--- src/rtl/password_lock_fsm.sv ---
// Four-button code lock with retry limit, timed lockout, entry timeout and
// code reprogramming while unlocked. Drives a single 7-segment digit.
// Ports:
//   clk, reset        : clock and synchronous active-high reset
//   btn_pulse[3:0]    : one-cycle press pulses, bit0=U bit1=D bit2=L bit3=R
//   prog_mode         : level, request to reprogram (honoured in UNLOCKED)
//   relock            : pulse, leave UNLOCKED
//   state_o[2:0]      : IDLE=0 ENTRY=1 UNLOCKED=2 FAIL=3 LOCKED=4 PROG=5
//   unlocked, locked  : state flags
//   progress[3:0]     : symbols accepted in the current ENTRY/PROG sequence
//   tries_left[2:0]   : attempts remaining before lockout
//   seg_d[6:0]        : active-low gfedcba segments
//   seg_an[3:0]       : digit enables, only digit 0 active
module password_lock_fsm #(
    parameter int unsigned             CODE_LEN       = 4,
    parameter logic [2*CODE_LEN-1:0]   DEFAULT_CODE   = (2*CODE_LEN)'(8'b11_10_10_00),
    parameter int unsigned             MAX_TRIES      = 3,
    parameter int unsigned             LOCK_CYCLES    = 100000000,
    parameter int unsigned             TIMEOUT_CYCLES = 500000000
) (
    input  logic       clk,
    input  logic       reset,
    input  logic [3:0] btn_pulse,
    input  logic       prog_mode,
    input  logic       relock,
    output logic [2:0] state_o,
    output logic       unlocked,
    output logic       locked,
    output logic [3:0] progress,
    output logic [2:0] tries_left,
    output logic [6:0] seg_d,
    output logic [3:0] seg_an
);

    localparam int unsigned CW  = 2 * CODE_LEN;
    localparam int unsigned TW  = 32;
    localparam int unsigned PW  = 4;
    localparam int unsigned TRW = 3;

    localparam logic [TW-1:0]  TIMEOUT_LOAD = TW'(TIMEOUT_CYCLES - 1);
    localparam logic [TW-1:0]  LOCK_LOAD    = TW'(LOCK_CYCLES - 1);
    localparam logic [TRW-1:0] TRIES_FULL   = TRW'(MAX_TRIES);
    localparam logic [PW-1:0]  LAST_POS     = PW'(CODE_LEN - 1);

    typedef enum logic [2:0] {
        S_IDLE     = 3'd0,
        S_ENTRY    = 3'd1,
        S_UNLOCKED = 3'd2,
        S_FAIL     = 3'd3,
        S_LOCKED   = 3'd4,
        S_PROG     = 3'd5
    } state_t;

    state_t          state_q, state_n;
    logic [PW-1:0]   progress_q, progress_n;
    logic            err_q, err_n;
    logic [TW-1:0]   timer_q, timer_n;
    logic [CW-1:0]   code_q, code_n;
    logic [CW-1:0]   shadow_q, shadow_n;
    logic [TRW-1:0]  tries_q, tries_n;

    logic            press;
    logic            valid;
    logic [1:0]      sym;
    logic [CW-1:0]   code_shift;
    logic [1:0]      exp_sym;
    logic            mismatch;
    logic [CW-1:0]   shadow_wr;
    logic [2:0]      idx;

    // Segment pattern for a given state/progress (active-low gfedcba)
    function automatic logic [6:0] seg_for(input state_t s, input logic [PW-1:0] p);
        logic [6:0] r;
        r = 7'b1000000;
        case (s)
            S_ENTRY: begin
                case (p)
                    4'd1:    r = 7'b1111001;
                    4'd2:    r = 7'b0100100;
                    4'd3:    r = 7'b0110000;
                    4'd4:    r = 7'b0011001;
                    4'd5:    r = 7'b0010010;
                    4'd6:    r = 7'b0000010;
                    4'd7:    r = 7'b1111000;
                    default: r = 7'b1000000;
                endcase
            end
            S_UNLOCKED: r = 7'b0010000;
            S_FAIL:     r = 7'b0000110;
            S_LOCKED:   r = 7'b1000111;
            S_PROG:     r = 7'b0001100;
            default:    r = 7'b1000000;
        endcase
        return r;
    endfunction

    // Button decode and compare against the code symbol at the current position
    always_comb begin
        press = |btn_pulse;
        valid = $onehot(btn_pulse);
        sym   = 2'd0;
        if (btn_pulse[1]) sym = 2'd1;
        if (btn_pulse[2]) sym = 2'd2;
        if (btn_pulse[3]) sym = 2'd3;
        idx        = progress_q[2:0];
        code_shift = code_q >> {idx, 1'b0};
        exp_sym    = code_shift[1:0];
        mismatch   = !valid || (sym != exp_sym);
        shadow_wr  = (shadow_q & ~(CW'(2'b11) << {idx, 1'b0})) | (CW'(sym) << {idx, 1'b0});
    end

    // Next-state and datapath update
    always_comb begin
        state_n    = state_q;
        progress_n = progress_q;
        err_n      = err_q;
        timer_n    = timer_q;
        code_n     = code_q;
        shadow_n   = shadow_q;
        tries_n    = tries_q;

        case (state_q)
            S_IDLE: begin
                if (press) begin
                    state_n    = S_ENTRY;
                    progress_n = 4'd1;
                    err_n      = mismatch;
                    timer_n    = TIMEOUT_LOAD;
                end
            end
            S_ENTRY: begin
                if (press) begin
                    timer_n = TIMEOUT_LOAD;
                    if (progress_q == LAST_POS) begin
                        // Verdict uses the accumulated error including this press
                        progress_n = 4'd0;
                        err_n      = 1'b0;
                        if (!(err_q || mismatch)) begin
                            state_n = S_UNLOCKED;
                            tries_n = TRIES_FULL;
                        end else if (tries_q > 3'd1) begin
                            state_n = S_FAIL;
                            tries_n = tries_q - 3'd1;
                        end else begin
                            state_n = S_LOCKED;
                            tries_n = 3'd0;
                            timer_n = LOCK_LOAD;
                        end
                    end else begin
                        progress_n = progress_q + 4'd1;
                        err_n      = err_q | mismatch;
                    end
                end else if (timer_q == '0) begin
                    state_n    = S_IDLE;
                    progress_n = 4'd0;
                    err_n      = 1'b0;
                end else begin
                    timer_n = timer_q - 32'd1;
                end
            end
            S_FAIL: begin
                if (press) state_n = S_IDLE;
            end
            S_LOCKED: begin
                if (timer_q == '0) begin
                    state_n = S_IDLE;
                    tries_n = TRIES_FULL;
                end else begin
                    timer_n = timer_q - 32'd1;
                end
            end
            S_UNLOCKED: begin
                if (relock) begin
                    state_n = S_IDLE;
                end else if (prog_mode) begin
                    state_n    = S_PROG;
                    progress_n = 4'd0;
                    timer_n    = TIMEOUT_LOAD;
                end
            end
            S_PROG: begin
                if (!prog_mode || (press && !valid)) begin
                    state_n    = S_UNLOCKED;
                    progress_n = 4'd0;
                end else if (press) begin
                    shadow_n = shadow_wr;
                    timer_n  = TIMEOUT_LOAD;
                    if (progress_q == LAST_POS) begin
                        code_n     = shadow_wr;
                        state_n    = S_IDLE;
                        progress_n = 4'd0;
                    end else begin
                        progress_n = progress_q + 4'd1;
                    end
                end else if (timer_q == '0) begin
                    state_n    = S_UNLOCKED;
                    progress_n = 4'd0;
                end else begin
                    timer_n = timer_q - 32'd1;
                end
            end
            default: begin
                state_n    = S_IDLE;
                progress_n = 4'd0;
                err_n      = 1'b0;
            end
        endcase
    end

    // State and output registers
    always_ff @(posedge clk) begin
        if (reset) begin
            state_q    <= S_IDLE;
            progress_q <= 4'd0;
            err_q      <= 1'b0;
            timer_q    <= '0;
            code_q     <= DEFAULT_CODE;
            shadow_q   <= DEFAULT_CODE;
            tries_q    <= TRIES_FULL;
            unlocked   <= 1'b0;
            locked     <= 1'b0;
            seg_d      <= 7'b1000000;
        end else begin
            state_q    <= state_n;
            progress_q <= progress_n;
            err_q      <= err_n;
            timer_q    <= timer_n;
            code_q     <= code_n;
            shadow_q   <= shadow_n;
            tries_q    <= tries_n;
            unlocked   <= (state_n == S_UNLOCKED);
            locked     <= (state_n == S_LOCKED);
            seg_d      <= seg_for(state_n, progress_n);
        end
    end

    assign state_o    = state_q;
    assign progress   = progress_q;
    assign tries_left = tries_q;
    assign seg_an     = 4'b1110;

endmodule

--- config.mk ---
export PLATFORM = sky130hd
export DESIGN_NAME = password_lock_fsm
export DESIGN_NICKNAME = d
export VERILOG_FILES = /design/src/rtl/password_lock_fsm.sv
export SDC_FILE = /design/constraint.sdc
export NUM_CORES = 1
export LEC_CHECK = 0
export ABC_AREA = 1
export CORE_MARGIN = 1.5
export CORE_UTILIZATION = 34
export DETAILED_ROUTE_END_ITERATION = 8
export SLEW_MARGIN = 20
export SYNTH_ARGS = -nofsm -noshare
export SYNTH_HDL_FRONTEND = slang
export SYNTH_SLANG_ARGS = --single-unit
--- constraint.sdc ---
create_clock -name clk -period 3.74 [get_ports clk]
set_input_delay 0.748 -clock clk [delete_from_list [all_inputs] [get_ports clk]]
set_output_delay 0.748 -clock clk [all_outputs]
set_load 0.005 [all_outputs]
### Word level (Yosys, flattened, before mapping)

Index checks and enable logic that the tools add are counted.

* register bits: 68
* input port bits: 8
* output and inout bits: 23
* logic and storage cells: 121

* $add $sub $neg: 6
* magnitude comparators: 1
* eq/ne operators: 28
* shifts and indexed selects: 3
* multiplexer cells: 49
* bitwise operators: 6
* reductions and logical operators: 18

Operators with widths (count)
* 2-to-1 mux 32 bit: 7
* case mux 32 bit (5 select lines): 1
* 2-to-1 mux 29 bit: 3
* 2-to-1 mux 3 bit: 18
* case mux 7 bit (7 select lines): 1
* case mux 7 bit (5 select lines): 1
* zero test 32 bit: 1
* subtractor 32 x 1 -> 32 bit (second input constant): 1
* 2-to-1 mux 4 bit: 7
* case mux 4 bit (5 select lines): 1
* case mux 3 bit (6 select lines): 1
* equality test 4 x 3 -> 1 bit (second input constant): 4
* != test 2 bit (second input constant): 7
* equality test 3 x 2 -> 1 bit (second input constant): 4
* equality test 3 bit (second input constant): 4
* equality test 4 x 2 -> 1 bit (second input constant): 3
* equality test 3 x 1 -> 1 bit (second input constant): 3
* bitwise AND 8 bit: 1
* NOT 8 bit: 1
* OR 8 bit: 1
* AND reduction 4 bit: 2
* OR reduction 4 bit: 2
* << shifter 2 x 4 -> 8 bit: 1
* << shifter 2 x 4 -> 8 bit (first input constant): 1
* other kinds (24): 35

### Longest topological paths before layout

Gate-level depths: netlist of run 1.

* depth after elaboration: 12
* mapped depth: 20
* mapped depth without buffers: 20

### Worst setup path after synthesis of run 1

OpenSTA, ideal clock, no wires.

* path kind: input to register
* start point: input port btn_pulse[0]
* end point: register timer_q[19]
* library setup time: 0.116 ns
* arrival time: 2.894 ns
* data required time: 3.624 ns
* slack: 0.730 ns
* stages on the path: 16
* cells stage by stage: inv_1 > fa_1 > inv_1 > ha_1 > ha_1 > nor2_1 > nand2_1 > nand2_1 > a21oi_2 > nor3_4 > buf_6 > nand2_1 > a21oi_4 > nand2_1 > o211ai_1 > inv_1

* longest elaborated chain between the ends: 10

RTL lines
* start: declaration: line 23 `input logic [3:0] btn_pulse,`
* adder 1 x 1 -> 2 bit (not written as such): line 100 `valid = $onehot(btn_pulse);`
* adder 2 x 2 -> 3 bit (not written as such): line 100
* equality test 3 x 1 -> 1 bit: line 100
* zero test 1 bit: line 108, 182
* logical OR 1 bit: line 108 `mismatch = !valid || (sym != exp_sym);`
* logical OR 1 bit: line 138 `if (!(err_q || mismatch)) begin`
* 2-to-1 mux 29 bit: line 138
* 2-to-1 mux 29 bit: line 134 `if (progress_q == LAST_POS) begin`
* 2-to-1 mux 32 bit: line 132 `if (press) begin`
* case mux 32 bit (5 select lines): line 122 `case (state_q)`
* end signal: assignment: line 227 `timer_q <= timer_n;`
* end: declaration: line 57 `logic [TW-1:0] timer_q, timer_n;`

Parallel ways exist; a longest one is shown, timed or not. The select of a mux whose other input is x is not followed.
A chain may end at the register's enable or synchronous reset.

### Worst setup path after layout of run 1

* start point: input port btn_pulse[0]
* end point: register timer_q[31]

* longest elaborated chain between the ends: 8

RTL lines
* adder 1 x 1 -> 2 bit (not written as such): line 100
* adder 2 x 2 -> 3 bit (not written as such): line 100
* equality test 3 x 1 -> 1 bit: line 100
* zero test 1 bit: line 108, 182
* logical AND 1 bit: line 182 `if (!prog_mode || (press && !valid)) begin`
* logical OR 1 bit: line 182
* != test 2 bit (no line)
* AND reduction 5 bit (no line)

Parallel ways exist; a longest one is shown, timed or not. The select of a mux whose other input is x is not followed.

==> results.tsv, run 1 <==
metric	value	unit
status	completed	
synthFlopType	dfxtp_1	
clk_pin_slew	50	ps
synth_commonest_cells	nand2_1 (118), inv_1 (69), dfxtp_1 (68)	
synthesis.area	4500	um^2
busiest_layer	met2	
portBuffers	26	
async_reset_ff_frac	0	
drt_iter0_markers	206	
path_max_fanout	11	
yosys-top-cells-area	dfxtp_1 (30%), nand2_1 (9.8%), inv_1 (5.8%), nor2_1 (5.6%), nor2_4 (4.0%)	
yosysMostFrequentCell	nand2_1	
io_pins	31	
setup.worst_path.end_class	flop	
synth-seq-area-share	0.302	
initial_utilization	0.352	
die_h	118	um
cp-start-kind	primary input	
antenna_found_initial	0	
die_area	13900	um^2
cts_buffers	9	
post-cts-setup-buffers	0	
grt.met1_usage	0.222	
cellPowerDensity	397	nW/um^2
synthToLayoutAreaGrowth	17.8	%
num-fill-cells	1288	
fin_area	5300	um^2
final_hold_viol_count	0	
clk_latency	330	ps
die_w	118	um
max_freq	293	MHz
dp_hpwl	8220	um
holdWs	454	ps
setup_viol	0	
nNetsFinal	692	
drive_above_1_share	0.183	
dpl-instance-area	4980	um^2
max-cap-violations	0	
rows	41	
wl	10800	um
grt_pass1_wl	18900	um
setup_tns	0	ps
avgSynthCellArea	7.07	um^2
power_leakage	0.00241	uW
synth_top_cell_area_share	0.302	
viasPerCell	4.89	
grt_use_met3	0.0199	
yosys_warnings	0	
hold_buffers	0	
slew_violations	0	
irDropWorstVdd	0.000237	V
wl_per_cell	12.8	um
antenna_cells	0	
grt-ovfl-total	0	
clock_skew	5.77	ps
met2_usage	0.258	
synth-seq-cells	68	
cts_tree	built	
worst_pin_slew	559	ps
final_core_util	0.415	
final_antenna_net_count	0	
grt_max_degree	34	
detailedPlace.worstSlack	-22.0	ps
place_congestion	0.864	
synth_cells	637	
required	3950	ps
cp.arrival	3630	ps
firstDrtPassIters	5	
grt_pass1_vias	4033	
track_usage	0.165	
cts_buffer_depth	2	
period_share	0.913	
clock-sinks	68	
vias	4154	
cts.repair.resized	0	
drc	0	
rsz0062_at_grt	no	
min_period	3410	ps
hp-class	flop to flop	
crit_type	primary input to flop	
yosysTopAreaCell	dfxtp_1	
root_buffer	clkbuf_16	
synth_edf_count	0	
worst_slack	326	ps
fp.coreArea	12800	um^2
ys_types	54	
cts.htree.levels	3	
slew_headroom	0.624	
layer usage:
layer / vias to the layer above / share of wire
li1: 2141 / -
met1: 1897 / 0.49
met2: 100 / 0.45
met3: 16 / 0.035
met4: 0 / 0.023
met5: - / 0
cells by family after synthesis:
| family | share of synthesized area |
|---|---|
| and+or+nand+nor | 0.372 |
| AOI/OAI and AO/OA | 0.154 |
| other | 0.00167 |
| xor gates and xnor gates | 0.0350 |
| buffers and inverters | 0.0995 |
| adders and majority gates | 0.0350 |
| DFF | 0.302 |
critical path, stage by stage:
cell             delay [ps]
clkdlybuf4s50_1         460
inv_1                    70
fa_1                    530
inv_1                    40
ha_1                    170
ha_1                    260
nor2_1                  100
nand2_1                  70
nand2_1                 120
a21oi_2                 100
nor3_4                  300
buf_4                   240
nand2_2                  70
nand2_2                 170
o21bai_1                140
a21oi_1                  50
through the flow:
| stage | total power, uW | instances |
|---|---|---|
| floorplan | 1100 | 639 |
| global placement | 1210 | 833 |
| detailed placement | 1210 | 833 |
| CTS | 2130 | 849 |
| global route | 2220 | 849 |
| finish | 2110 | 849 |
power breakdown:
group / internal, uW / switching [uW] / total (uW)
Clock: 598 / 308 / 906
Sequential: 764 / 45.1 / 809
Combinational: 152 / 238 / 390
flip-flops by register name, indices dropped and copies added, names as in the netlist:
register / flops
code_q: 8
err_q: 1
locked: 1
progress: 4
seg_d: 7
shadow_q: 8
state_o: 3
timer_q: 32
tries_left: 3
unlocked: 1
worst paths after layout:
check / slack (ps) / start / end / cells after the start
min: 450 / timer_q[31]$_SDFFE_PP0P_ / timer_q[31]$_SDFFE_PP0P_ / 1
max: 330 / btn_pulse[0] / timer_q[31]$_SDFFE_PP0P_ / 16
max reg2reg: 1370 / progress[0]$_SDFF_PP0_ / timer_q[19]$_SDFFE_PP0P_ / 10
min reg2reg: 450 / timer_q[31]$_SDFFE_PP0P_ / timer_q[31]$_SDFFE_PP0P_ / 1
cells in the final DEF (no fill, tap or decap), types with 8 or more instances in the layout:
| cell | count |
|---|---|
| nand2_1 | 118 |
| inv_1 | 69 |
| dfxtp_1 | 68 |
| nor2_1 | 67 |
| a21oi_1 | 34 |
| nand3_1 | 33 |
| o21ai_0 | 32 |
| clkdlybuf4s50_1 | 26 |
| inv_2 | 18 |
| nor2_4 | 16 |
| nand2_2 | 16 |
| xor2_1 | 14 |
| buf_4 | 14 |
| nor3_1 | 13 |
| nor2_2 | 12 |
| o211ai_1 | 12 |
| ha_1 | 11 |
| clkbuf_16 | 9 |
| nand2_4 | 8 |
| nand3_2 | 8 |
area by class of cell:
type                       count  area, um^2  share of cell area
inverter                      90         343              0.0647
tap                          172         215              0.0406
clock inverter                 5        75.1              0.0142
clock buffer                  11         243              0.0458
sequential                    68        1360               0.257
multi-input combinational    463        2700               0.509
timing repair buffer          40         365              0.0689
No activity file was read; power rests on OpenSTA's default activity.
==> run 2, diff against run 1 <==
--- a/config.mk
+++ b/config.mk
@@ -8,6 +8,7 @@
 export ABC_AREA = 1
 export CORE_MARGIN = 1.5
 export CORE_UTILIZATION = 34
+export CTS_BUF_LIST = sky130_fd_sc_hd__clkbuf_8
 export DETAILED_ROUTE_END_ITERATION = 8
 export SLEW_MARGIN = 20
 export SYNTH_ARGS = -nofsm -noshare
==> run 2 against run 1 <==
Net effect: critical path type unchanged; power decreased by 12%; wire length down 0.17%; clock-buffer cell count decreased by 1; sequential power about the same; setup slack improved by 12 ps; via count fell by 0.26%; flip-flop and latch count unchanged; clock power is 27% lower; first-iteration DRC count shrank 1.9%; highest routed layer unchanged.
==> results.tsv, run 2 (same netlist as run 1, synthesis figures left out) <==
metric	value	unit	change
endpoint	timer_q[31]$_SDFFE_PP0P_		
wl_per_cell	12.7	um	-0.17%
r2r_setup_slack	1360	ps	about the same
final_core_util	0.407		-0.00793
r2r_end	timer_q[19]$_SDFFE_PP0P_		
busiest_layer	met2		
top_register	timer_q		
track_usage	0.164		-0.000513
antenna_found_initial	0		unchanged
hp-class	flop to flop		
die_w	118	um	unchanged
max_freq	294	MHz	+0.35%
cpMaxStageDelayCell	fa_1		
root_buffer	clkbuf_8		
clk_latency	350	ps	+20 ps
rr_worst_depth	10		unchanged
power_leakage	0.00237	uW	-1.7%
setup_viol	0		unchanged
grt.met1_usage	0.221		-0.000297
clock-sinks	68		unchanged
io_pins	31		unchanged
cp-start-kind	primary input		
clk_pin_slew	70	ps	+20 ps
largestRegisters	timer_q: 32 flops, code_q: 8 flops, shadow_q: 8 flops		
final_hold_viol_count	0		unchanged
cts_buffers	9		unchanged
die_area	13900	um^2	unchanged
grt_use_met3	0.0184		-0.00145
cp.buffers_inverters	4		unchanged
viasPerCell	4.88		-0.26%
period_share	0.910		-0.00318
drt_iter0_markers	202		-1.9%
hold_buffers	0		unchanged
status	completed		
multi_input_area	2700	um^2	unchanged
slew_headroom	0.616		-0.00703
num-fill-cells	1303		+1.2%
cellPowerDensity	358	nW/um^2	-9.8%
cts.repair.resized	0		unchanged
fin_area	5200	um^2	-1.9%
grt-ovfl-total	0		unchanged
final_cell_mix	nand2_1 (118), inv_1 (70), dfxtp_1 (68)		
path_max_fanout	11		unchanged
largest_reg_flops	32		unchanged
grt_pass1_vias	4027		-0.15%
max-cap-violations	0		unchanged
final_antenna_net_count	0		unchanged
dp_hpwl	8220	um	unchanged
r2r_start	progress[0]$_SDFF_PP0_		
vias	4143		-0.26%
regArea	1360	um^2	unchanged
nNetsFinal	692		unchanged
holdCritStartpoint	timer_q[31]$_SDFFE_PP0P_		
worst_pin_slew	569	ps	+10.4 ps
rsz0062_at_grt	no		
startpoint	btn_pulse[0]		
cts.htree.levels	3		unchanged
drive_above_1_share	0.183		unchanged
min_period	3400	ps	-11.9 ps
clock_skew	10.9	ps	+5.12 ps
fp.coreArea	12800	um^2	unchanged
slew_violations	0		unchanged
cp.arrival	3640	ps	about the same
drc	0		unchanged
firstDrtPassIters	5		unchanged
crit_type	primary input to flop		
post-cts-setup-buffers	0		unchanged
wl	10800	um	-0.17%
setup.worst_path.end_class	flop		
required	3970	ps	+20 ps
die_h	118	um	unchanged
place_congestion	0.864		unchanged
cp_top_family	adder cells		
met2_usage	0.259		+0.00146
crit_path_max_incr_delay	530	ps	about the same
p_total	1860	uW	-12%
irDropWorstVdd	0.000195	V	-18%
grt_pass1_wl	18900	um	about the same
dpl-instance-area	4980	um^2	unchanged
cp.depth	16		unchanged
cts_tree	built		
antenna_cells	0		unchanged
synthToLayoutAreaGrowth	15.5	%	
cts_buffer_depth	2		unchanged
crit_chain	clkdlybuf4s50_1 -> inv_1 -> fa_1 -> inv_1 -> ha_1 -> ha_1 -> nor2_1 -> nand2_1 -> nand2_1 -> a21oi_2 -> nor3_4 -> buf_4 -> nand2_2 -> nand2_2 -> o21bai_1 -> a21oi_1		
setup_tns	0	ps	unchanged
rows	41		unchanged
initial_utilization	0.352		unchanged
portBuffers	26		unchanged
grt_max_degree	34		unchanged
final_common_cell	nand2_1		
[run 2: cell count changes in the layout (fill, tap and decap cells not counted)]
cell,before,now
clkbuf_16,9,0
clkbuf_8,1,10
clkbuf_1,1,0
inv_1,69,70
[run 2: layout make-up]
type / count / area share
Multi-Input combinational cell: 463 / 0.519
Tap cell: 172 / 0.0414
Inverter: 90 / 0.0659
Sequential cell: 68 / 0.262
Clock inverter: 6 / 0.0152
Clock buffer: 10 / 0.0265
Timing Repair Buffer: 40 / 0.0703
[run 2: worst min-delay path by stage]
stage,endpoint,slack [ps],depth (start not counted)
after floorplan,timer_q[31]$_SDFFE_PP0P_,430,1
after global placement,timer_q[31]$_SDFFE_PP0P_,440,1
after detailed placement,timer_q[31]$_SDFFE_PP0P_,440,1
after CTS,timer_q[31]$_SDFFE_PP0P_,460,1
after global routing,code_q[0]$_SDFFE_PP0P_,490,2
final,timer_q[31]$_SDFFE_PP0P_,460,1
[run 2: power by group]
part | leakage, uW | switching (uW) | internal (uW)
registers | 0.000558 | 44.7 | 763
clock network | 0.000117 | 277 | 388
logic | 0.00169 | 238 | 152
[run 2: layer usage]
metal | part of all wire | up-vias
li1 | - | 2131
met1 | 0.49 | 1897
met2 | 0.45 | 97
met3 | 0.034 | 18
met4 | 0.025 | 0
met5 | 0 | -
[run 2: metrics by stage]
step	setup WS (ps)	cells	hold WS, ps
after floorplan	730	639	428
after global placement	26.4	833	439
after detailed placement	-22.0	833	444
after CTS	364	849	455
after global routing	160	849	485
final	338	849	457
